$ cat src/rtl/fir_result_fifo.sv
// fir_result_fifo
// Captures one-cycle result strobes from the 16-tap FIR core into a
// first-word-fall-through FIFO and hands them to a consumer over a
// valid/ready handshake. Because the core cannot be back-pressured, the
// block also keeps overflow / dropped-sample statistics and the signed
// peak of accepted results for software.
//
// Ports:
//   clk        clock, all logic on the rising edge
//   rst_n      synchronous active-low reset
//   in_valid   one-cycle strobe: in_data holds a new FIR result
//   in_data    FIR result y (signed two's complement)
//   out_valid  FIFO non-empty, out_data is valid
//   out_ready  consumer accepts out_data this cycle
//   out_data   oldest stored entry
//   level      current occupancy, 0..DEPTH
//   full       level == DEPTH
//   overflow   sticky, at least one sample was dropped
//   drop_cnt   dropped-sample count, saturates at 255
//   peak       largest signed accepted in_data since the last clear
//   clr_stat   synchronous clear of overflow, drop_cnt and peak
module fir_result_fifo #(
   parameter int N     = 32,
   parameter int DEPTH = 8,
   parameter int AW    = 3
) (
   input  logic          clk,
   input  logic          rst_n,
   input  logic          in_valid,
   input  logic [N-1:0]  in_data,
   output logic          out_valid,
   input  logic          out_ready,
   output logic [N-1:0]  out_data,
   output logic [AW:0]   level,
   output logic          full,
   output logic          overflow,
   output logic [7:0]    drop_cnt,
   output logic [N-1:0]  peak,
   input  logic          clr_stat
);

   localparam logic [N-1:0] MOST_NEG   = {1'b1, {(N-1){1'b0}}};
   localparam logic [AW:0]  LVL_ONE    = (AW+1)'(1);
   localparam logic [AW:0]  LVL_PENULT = (AW+1)'(DEPTH - 1);

   typedef enum logic [1:0] {
      ST_EMPTY   = 2'd0,
      ST_PARTIAL = 2'd1,
      ST_FULL    = 2'd2
   } state_t;

   logic [N-1:0]  mem_r [DEPTH];
   logic [AW-1:0] wr_ptr_r;
   logic [AW-1:0] rd_ptr_r;
   logic [AW:0]   level_r;
   logic [AW:0]   level_nxt_s;
   state_t        state_r;
   state_t        state_nxt_s;
   logic          overflow_r;
   logic [7:0]    drop_cnt_r;
   logic [N-1:0]  peak_r;
   logic          pop_s;
   logic          push_s;
   logic          drop_s;

   // A full FIFO still accepts a sample when the head leaves in the same cycle.
   assign pop_s  = out_valid & out_ready;
   assign push_s = in_valid & (~full | pop_s);
   assign drop_s = in_valid & full & ~pop_s;

   assign out_data = mem_r[rd_ptr_r];
   assign level    = level_r;
   assign overflow = overflow_r;
   assign drop_cnt = drop_cnt_r;
   assign peak     = peak_r;

   // State register: occupancy class, pointers and level.
   always_ff @(posedge clk) begin
      if (!rst_n) begin
         state_r  <= ST_EMPTY;
         wr_ptr_r <= {AW{1'b0}};
         rd_ptr_r <= {AW{1'b0}};
         level_r  <= {(AW+1){1'b0}};
      end else begin
         state_r <= state_nxt_s;
         level_r <= level_nxt_s;
         if (push_s) begin
            wr_ptr_r <= wr_ptr_r + 1'b1;
         end
         if (pop_s) begin
            rd_ptr_r <= rd_ptr_r + 1'b1;
         end
      end
   end

   // Next occupancy and next occupancy class.
   always_comb begin
      level_nxt_s = level_r;
      state_nxt_s = state_r;
      if (push_s && !pop_s) begin
         level_nxt_s = level_r + 1'b1;
      end else if (pop_s && !push_s) begin
         level_nxt_s = level_r - 1'b1;
      end else begin
         level_nxt_s = level_r;
      end
      case (state_r)
         ST_EMPTY: begin
            if (push_s) begin
               state_nxt_s = ST_PARTIAL;
            end else begin
               state_nxt_s = ST_EMPTY;
            end
         end
         ST_PARTIAL: begin
            if (push_s && !pop_s && (level_r == LVL_PENULT)) begin
               state_nxt_s = ST_FULL;
            end else if (pop_s && !push_s && (level_r == LVL_ONE)) begin
               state_nxt_s = ST_EMPTY;
            end else begin
               state_nxt_s = ST_PARTIAL;
            end
         end
         ST_FULL: begin
            if (pop_s && !push_s) begin
               state_nxt_s = ST_PARTIAL;
            end else begin
               state_nxt_s = ST_FULL;
            end
         end
         default: begin
            state_nxt_s = ST_EMPTY;
         end
      endcase
   end

   // Handshake flags decoded from the registered occupancy class only,
   // so in_valid never reaches out_valid combinationally.
   always_comb begin
      out_valid = 1'b0;
      full      = 1'b0;
      case (state_r)
         ST_EMPTY: begin
            out_valid = 1'b0;
            full      = 1'b0;
         end
         ST_PARTIAL: begin
            out_valid = 1'b1;
            full      = 1'b0;
         end
         ST_FULL: begin
            out_valid = 1'b1;
            full      = 1'b1;
         end
         default: begin
            out_valid = 1'b0;
            full      = 1'b0;
         end
      endcase
   end

   // Storage write; contents need no reset since level gates visibility.
   always_ff @(posedge clk) begin
      if (push_s) begin
         mem_r[wr_ptr_r] <= in_data;
      end
   end

   // Statistics; a clear wins over a same-cycle drop or peak update.
   always_ff @(posedge clk) begin
      if (!rst_n) begin
         overflow_r <= 1'b0;
         drop_cnt_r <= 8'd0;
         peak_r     <= MOST_NEG;
      end else if (clr_stat) begin
         overflow_r <= 1'b0;
         drop_cnt_r <= 8'd0;
         peak_r     <= MOST_NEG;
      end else begin
         if (drop_s) begin
            overflow_r <= 1'b1;
            if (drop_cnt_r != 8'hFF) begin
               drop_cnt_r <= drop_cnt_r + 8'd1;
            end
         end
         if (push_s && ($signed(in_data) > $signed(peak_r))) begin
            peak_r <= in_data;
         end
      end
   end

endmodule
$ cat config.mk
export PLATFORM = sky130hd
export DESIGN_NAME = fir_result_fifo
export DESIGN_NICKNAME = d
export VERILOG_FILES = /design/src/rtl/fir_result_fifo.sv
export SDC_FILE = /design/constraint.sdc
export NUM_CORES = 1
export LEC_CHECK = 0
export CORE_AREA = 5 5 225 227
export CTS_BUF_LIST = sky130_fd_sc_hd__clkbuf_8
export DETAILED_ROUTE_END_ITERATION = 6
export DIE_AREA = 0 0 230 232
export PLACE_DENSITY = 0.45
export SYNTH_ARGS = -nofsm -noshare
export SYNTH_HDL_FRONTEND = slang
export SYNTH_SLANG_ARGS = --single-unit
$ cat constraint.sdc
create_clock -name clk -period 10.15 [get_ports clk]
set_clock_uncertainty 0.2 [all_clocks]
set_input_delay 2.03 -clock clk [delete_from_list [all_inputs] [get_ports clk]]
set_output_delay 2.03 -clock clk [all_outputs]
set_load 0.02 [all_outputs]
Word level (Yosys, flattened, before mapping). Memories as Yosys holds them, arrays and structs flattened. A register that Yosys moved wholly into a read port is not among the register bits. Index checks and enable logic that the tools add are counted.

Add/sub/neg operators: 5. Multiplexer cells: 13. $lt $le $gt $ge: 1. Reductions and logical operators: 12. Bitwise logic cells: 8. Eq/ne operators: 5.

Operators with widths (count): 32-bit greater-than comparator (1); 8-bit by 1-bit adder with 8-bit output, second input constant (1); 4-bit 2-to-1 mux (2); 8-bit inequality test, second input constant (1); 3-bit by 1-bit adder with 3-bit output, second input constant (2); 1-bit 2-to-1 mux (6); 3-bit 2-to-1 mux (2); 2-bit case mux with 3 select lines (1); 1-bit logical AND (5); 4-bit by 1-bit adder with 4-bit output, second input constant (1); 1-bit AND (4); 4-bit by 1-bit equality test with 1-bit output, second input constant (1); 4-bit by 3-bit equality test with 1-bit output, second input constant (1); 2-bit 2-to-1 mux (2); 2-bit OR reduction (2); 4-bit by 1-bit subtractor with 4-bit output, second input constant (1); 1-bit inverter (3); 2-bit by 1-bit equality test with 1-bit output, second input constant (1); 2-bit equality test, second input constant (1); 1-bit zero test (2); 2-bit zero test (1); 2-bit AND reduction (1); 2-bit nonzero test (1); 1-bit OR (1).

RAM bits: 256. Bits in registers: 53. Memories kept: 1. Input bits: 37. Output and inout bits: 79. Logic and storage cells: 52.

Memories: mem_r (words 8, width 32, rd ports 1, clocked after memory_dff 1, wr ports 1, RTL line 52) `logic [N-1:0] mem_r [DEPTH];`.

Depth between registers and ports, before layout.
Depth in word-level cells: 12. Gate-level depth with buffers: 11. Mapped depth without buffers: 11.

Worst setup path before layout. No wires, ideal clock.

Path type: input to register. Start point: in in_valid. End point: mem mem_r[0][0], enable pin. Required time: 9.448 ns. Path buffers: 0. Arrival: 5.340 ns. Stages: 2. Slack: 4.108 ns. Library setup time: 0.502 ns. Cells stage by stage: o21ai_1 > nor4_1.

Longest elaborated chain between the ends: 3.

RTL lines: from (decl) (RTL line 29) `input logic in_valid,`; 1-bit AND (RTL line 68) `assign push_s = in_valid & (~full | pop_s);`; 1-bit 2-to-1 mux (RTL line 164) `if (push_s) begin`; 1-bit 2-to-1 mux (implied by the code) (RTL line 165) `mem_r[wr_ptr_r] <= in_data;`; to (decl) (RTL line 52).

No other way between the ends.

==> metrics.log <==
[metrics] result of the run: finished clean
[metrics] std cell rows: roughly 80
[metrics] ys flop type: edfxtp_1
[metrics] category of cells accounting for the largest share of critical-path delay: buffers and inverters
[metrics] final setup margin: between 4 and 5 ns
[metrics] overall global routing resource usage: between 10% and 20%
[metrics] instance count of the mapped netlist: around 1,000
[metrics] number of max-cap violations: 0
[metrics] Combinational Power Share: a little under an eighth
[metrics] portion of total power attributed to sequential cells: 50.5%
[metrics] CTS tree: built
[metrics] Post-synth top cells: 256 x edfxtp_1, 66 x clkbuf_1, 64 x mux4_2, 56 x dfxtp_1, 53 x nand2_1
[metrics] residual DRC count: 0
[metrics] final net count: 1,191
[metrics] antenna violations before repair: 0
[metrics] fillers: ~4,700
[metrics] die area: 53,400 um2
[metrics] global route total overflow: 0
[metrics] width of the chip: 230 um
[metrics] CP max stage cell: buf_4
[metrics] cell with the most instances after synthesis: edfxtp_1
[metrics] Hold Crit Start: overflow
[metrics] Max Fclk: between 0.15 and 0.2 GHz
[metrics] area growth from synthesis to layout: 19.7%
[metrics] average vias per placed instance: between 5 and 6
[metrics] master cell of the clock root buffer: clkbuf_8
[metrics] routed wire length: between 30 and 40 mm
[metrics] async set-reset flop share out of synthesis: 0%
[metrics] standby leakage power: approximately 5.4 nW
[metrics] via count: between 9,000 and 10,000
[metrics] cell type with the highest aggregate area in the netlist: edfxtp_1
[metrics] share of post-route cells with drive strength above 1: about a fifth
[metrics] hold crit path type: reg2reg
[metrics] clock network fraction of total power: 37.7%
[metrics] post-route ant nets: 0
[metrics] mean instance size in the synthesized netlist: 14.4 um2
[metrics] post-CTS clock slew at the launch and capture registers of the worst setup and hold paths: 0.06 ns
[metrics] Max-slew headroom: between 10% and 20%
[metrics] element type at the critical path end: primary output
[metrics] chip height: around 230 um
[metrics] detailed placement HPWL: between 20 and 25 mm
[metrics] post-layout instance area: between 15,000 and 20,000 um2
[metrics] required time at the endpoint of the critical path: 7.92 ns
[metrics] DRC violation total after the first TritonRoute iteration: roughly 570
[metrics] buffer depth of the longest clock path: 3
[metrics] Crit path buffers/inverters: 2
[metrics] area of placed instances: roughly 16,000 um2
[metrics] power density over cell area: 166 nW/um2
[metrics] Crit Path Class: reg2out
[metrics] arrival time worst endpoint: about 3.6 ns
[metrics] maximum number of pins on one net before global-route repair: 129
[metrics] DR WL/cell: 21.2 um
[metrics] P_sw: ~740 uW
[metrics] count of flip-flops with a built-in enable after synthesis: around 260
[metrics] Final Hold Vio Count: 0
[metrics] vias in the first global route: about 9,400
[metrics] Max Transition Viols Final: 0
[metrics] H-Tree Depth: 2
[metrics] setup slack after placement: approximately 4.3 ns
[metrics] clock insertion delay at the later pin of the skew report: about 0.64 ns
[metrics] Post-CTS Repair Setup Buffers: 0
[metrics] count of cells resized by post-cts repair: 0
[metrics] Num Clock Sinks: 312
[metrics] gpl congestion: around 0.74
[metrics] portion of the post-synthesis area used by sequential elements: about three fifths
[metrics] list of cells traversed by the critical path: buf_4 -> mux4_2 -> mux2_2 -> clkdlybuf4s50_1
[metrics] dominant cells by area after synthesis: edfxtp_1 53%, mux4_2 10%, dfxtp_1 7.8%
[metrics] max incr delay on CP: roughly 0.76 ns
[metrics] Critical Path Start Type: flop
[metrics] fraction of the cycle the final worst path needs: between 50% and 60%
[metrics] Yosys reg bits: 312
[metrics] post-synth cell types: 48
[metrics] Worst-Margin Slew: around 1.2 ns
[metrics] final setup violation count: 0
[metrics] total negative slack: 0 ns
[metrics] number of buffers inserted by hold repair at cts: 0
[metrics] critical path fanouts, max: 42
[metrics] fraction of power spent switching nets: roughly a quarter
[metrics] Period minus WS final: roughly 6 ns
[metrics] reg2reg start: peak[19]
[metrics] IO Count: ~120
[metrics] top-area cell type share of the netlist area: 53.4%
[metrics] starting density of the core: between 20% and 30%
[metrics] yosys synthesis warning count: 0
[metrics] total core area: 48,400 um2
[metrics] input/output buffers: between 100 and 150
[metrics] Power Internal: 2.13 mW
[metrics] setup repair after global routing missed its margin: false
[metrics] drt first pass iters: 5
[metrics] worst hold slack after final layout: about 0.25 ns
[metrics] first-pass GRT wire length: 57.6 mm
[metrics] final core utilization: a little over a third
[metrics] combined area of all synthesized cells: roughly 14,000 um2
[metrics] Peak supply drop: around 80 uV
[metrics] CTS buffer count: between 50 and 60
[metrics] total nets after synthesis: 1,080
## power by group through the flow
stage               Sequential (mW)  Combinational (mW)  Clock [mW]
finish                         1.45               0.340        1.08
global route                   1.45               0.371        1.19
CTS                            1.45               0.349        1.13
detailed placement             1.47               0.347           0
global placement               1.47               0.347           0
floorplan                      1.47               0.199           0
## cells in the final DEF, fill, tap and decap left out, types with 9 or more instances in the layout
| master | synthesis | layout |
|---|---|---|
| a21oi_1 | 48 | 47 |
| a311oi_2 | 28 | 28 |
| and2_1 | 9 | 9 |
| and3_1 | 31 | 31 |
| buf_4 | 0 | 18 |
| clkbuf_8 | 0 | 56 |
| clkdlybuf4s50_1 | 0 | 115 |
| clkinv_1 | 0 | 13 |
| dfxtp_1 | 56 | 53 |
| edfxtp_1 | 256 | 256 |
| ha_1 | 44 | 43 |
| inv_1 | 42 | 64 |
| mux2_2 | 32 | 32 |
| mux4_2 | 64 | 64 |
| nand2_1 | 53 | 53 |
| nand3_1 | 38 | 38 |
| nand4_1 | 41 | 41 |
| nor2_1 | 17 | 13 |
| nor4_1 | 33 | 32 |
| o211ai_1 | 31 | 31 |
| or3_1 | 32 | 32 |
## metal layers
layer,track usage [%],vias up,share of wire [%]
met5,0,-,0
met4,4.41,0,2.2
met3,3.19,62,5.1
met2,22.4,226,47
met1,19.0,4561,46
li1,-,4207,-
## worst min-delay path: stages (launching register included)
cell     delay, ns
dfxtp_1       0.31
inv_1         0.05
a21oi_1       0.05
## logic make-up (layout without fill, tap and decap cells)
| logic type | after synthesis | after routing | share of synthesized area (%) |
|---|---|---|---|
| flip-flops | 312 | 312 | 61.2 |
| AND/OR/NAND/NOR | 277 | 277 | 10.5 |
| multiplexers | 97 | 97 | 12.6 |
| XOR/XNOR | 14 | 14 | 0.852 |
| AO/OA/AOI/OAI | 135 | 135 | 7.62 |
| adder cells (fa/ha/maj) | 44 | 44 | 3.83 |
| other | 0 | 1 | 0 |
| buffers and inverters | 120 | 275 | 3.35 |
## state kept, by name, summed over array words and instances (netlist names), named ones only
signal,flops
drop_cnt,8
level,4
mem_r,256
overflow,1
peak,32
rd_ptr_r,3
state_r,2
wr_ptr_r,3
## area by class of cell
cell class / instances / area, um2 / area share, %
Clock inverter: 44 / 238 / 1.38
Clock buffer: 56 / 771 / 4.47
Timing Repair Buffer: 133 / 1290 / 7.47
Sequential cell: 312 / 8810 / 51.2
Multi-Input combinational cell: 567 / 5180 / 30.1
Antenna cell: 1 / 2.50 / 0.0145
Inverter: 42 / 158 / 0.915
Tap cell: 622 / 778 / 4.52
## stage by stage
step | instances | power, mW
floorplan | 999 | 1.67
global placement | 1676 | 1.82
detailed placement | 1676 | 1.82
CTS | 1776 | 2.92
global route | 1776 | 3.01
finish | 1777 | 2.87
## path summary, 6_finish.rpt
path | endpoint | slack (ns) | depth (start not counted)
worst max-delay path | out_data[3] | 4.32 | 4
worst min-delay path | overflow | 0.25 | 2
worst max register to register | peak[22] | 6.56 | 10
worst min register to register | overflow | 0.25 | 2
No activity file was read; power rests on OpenSTA's default activity.
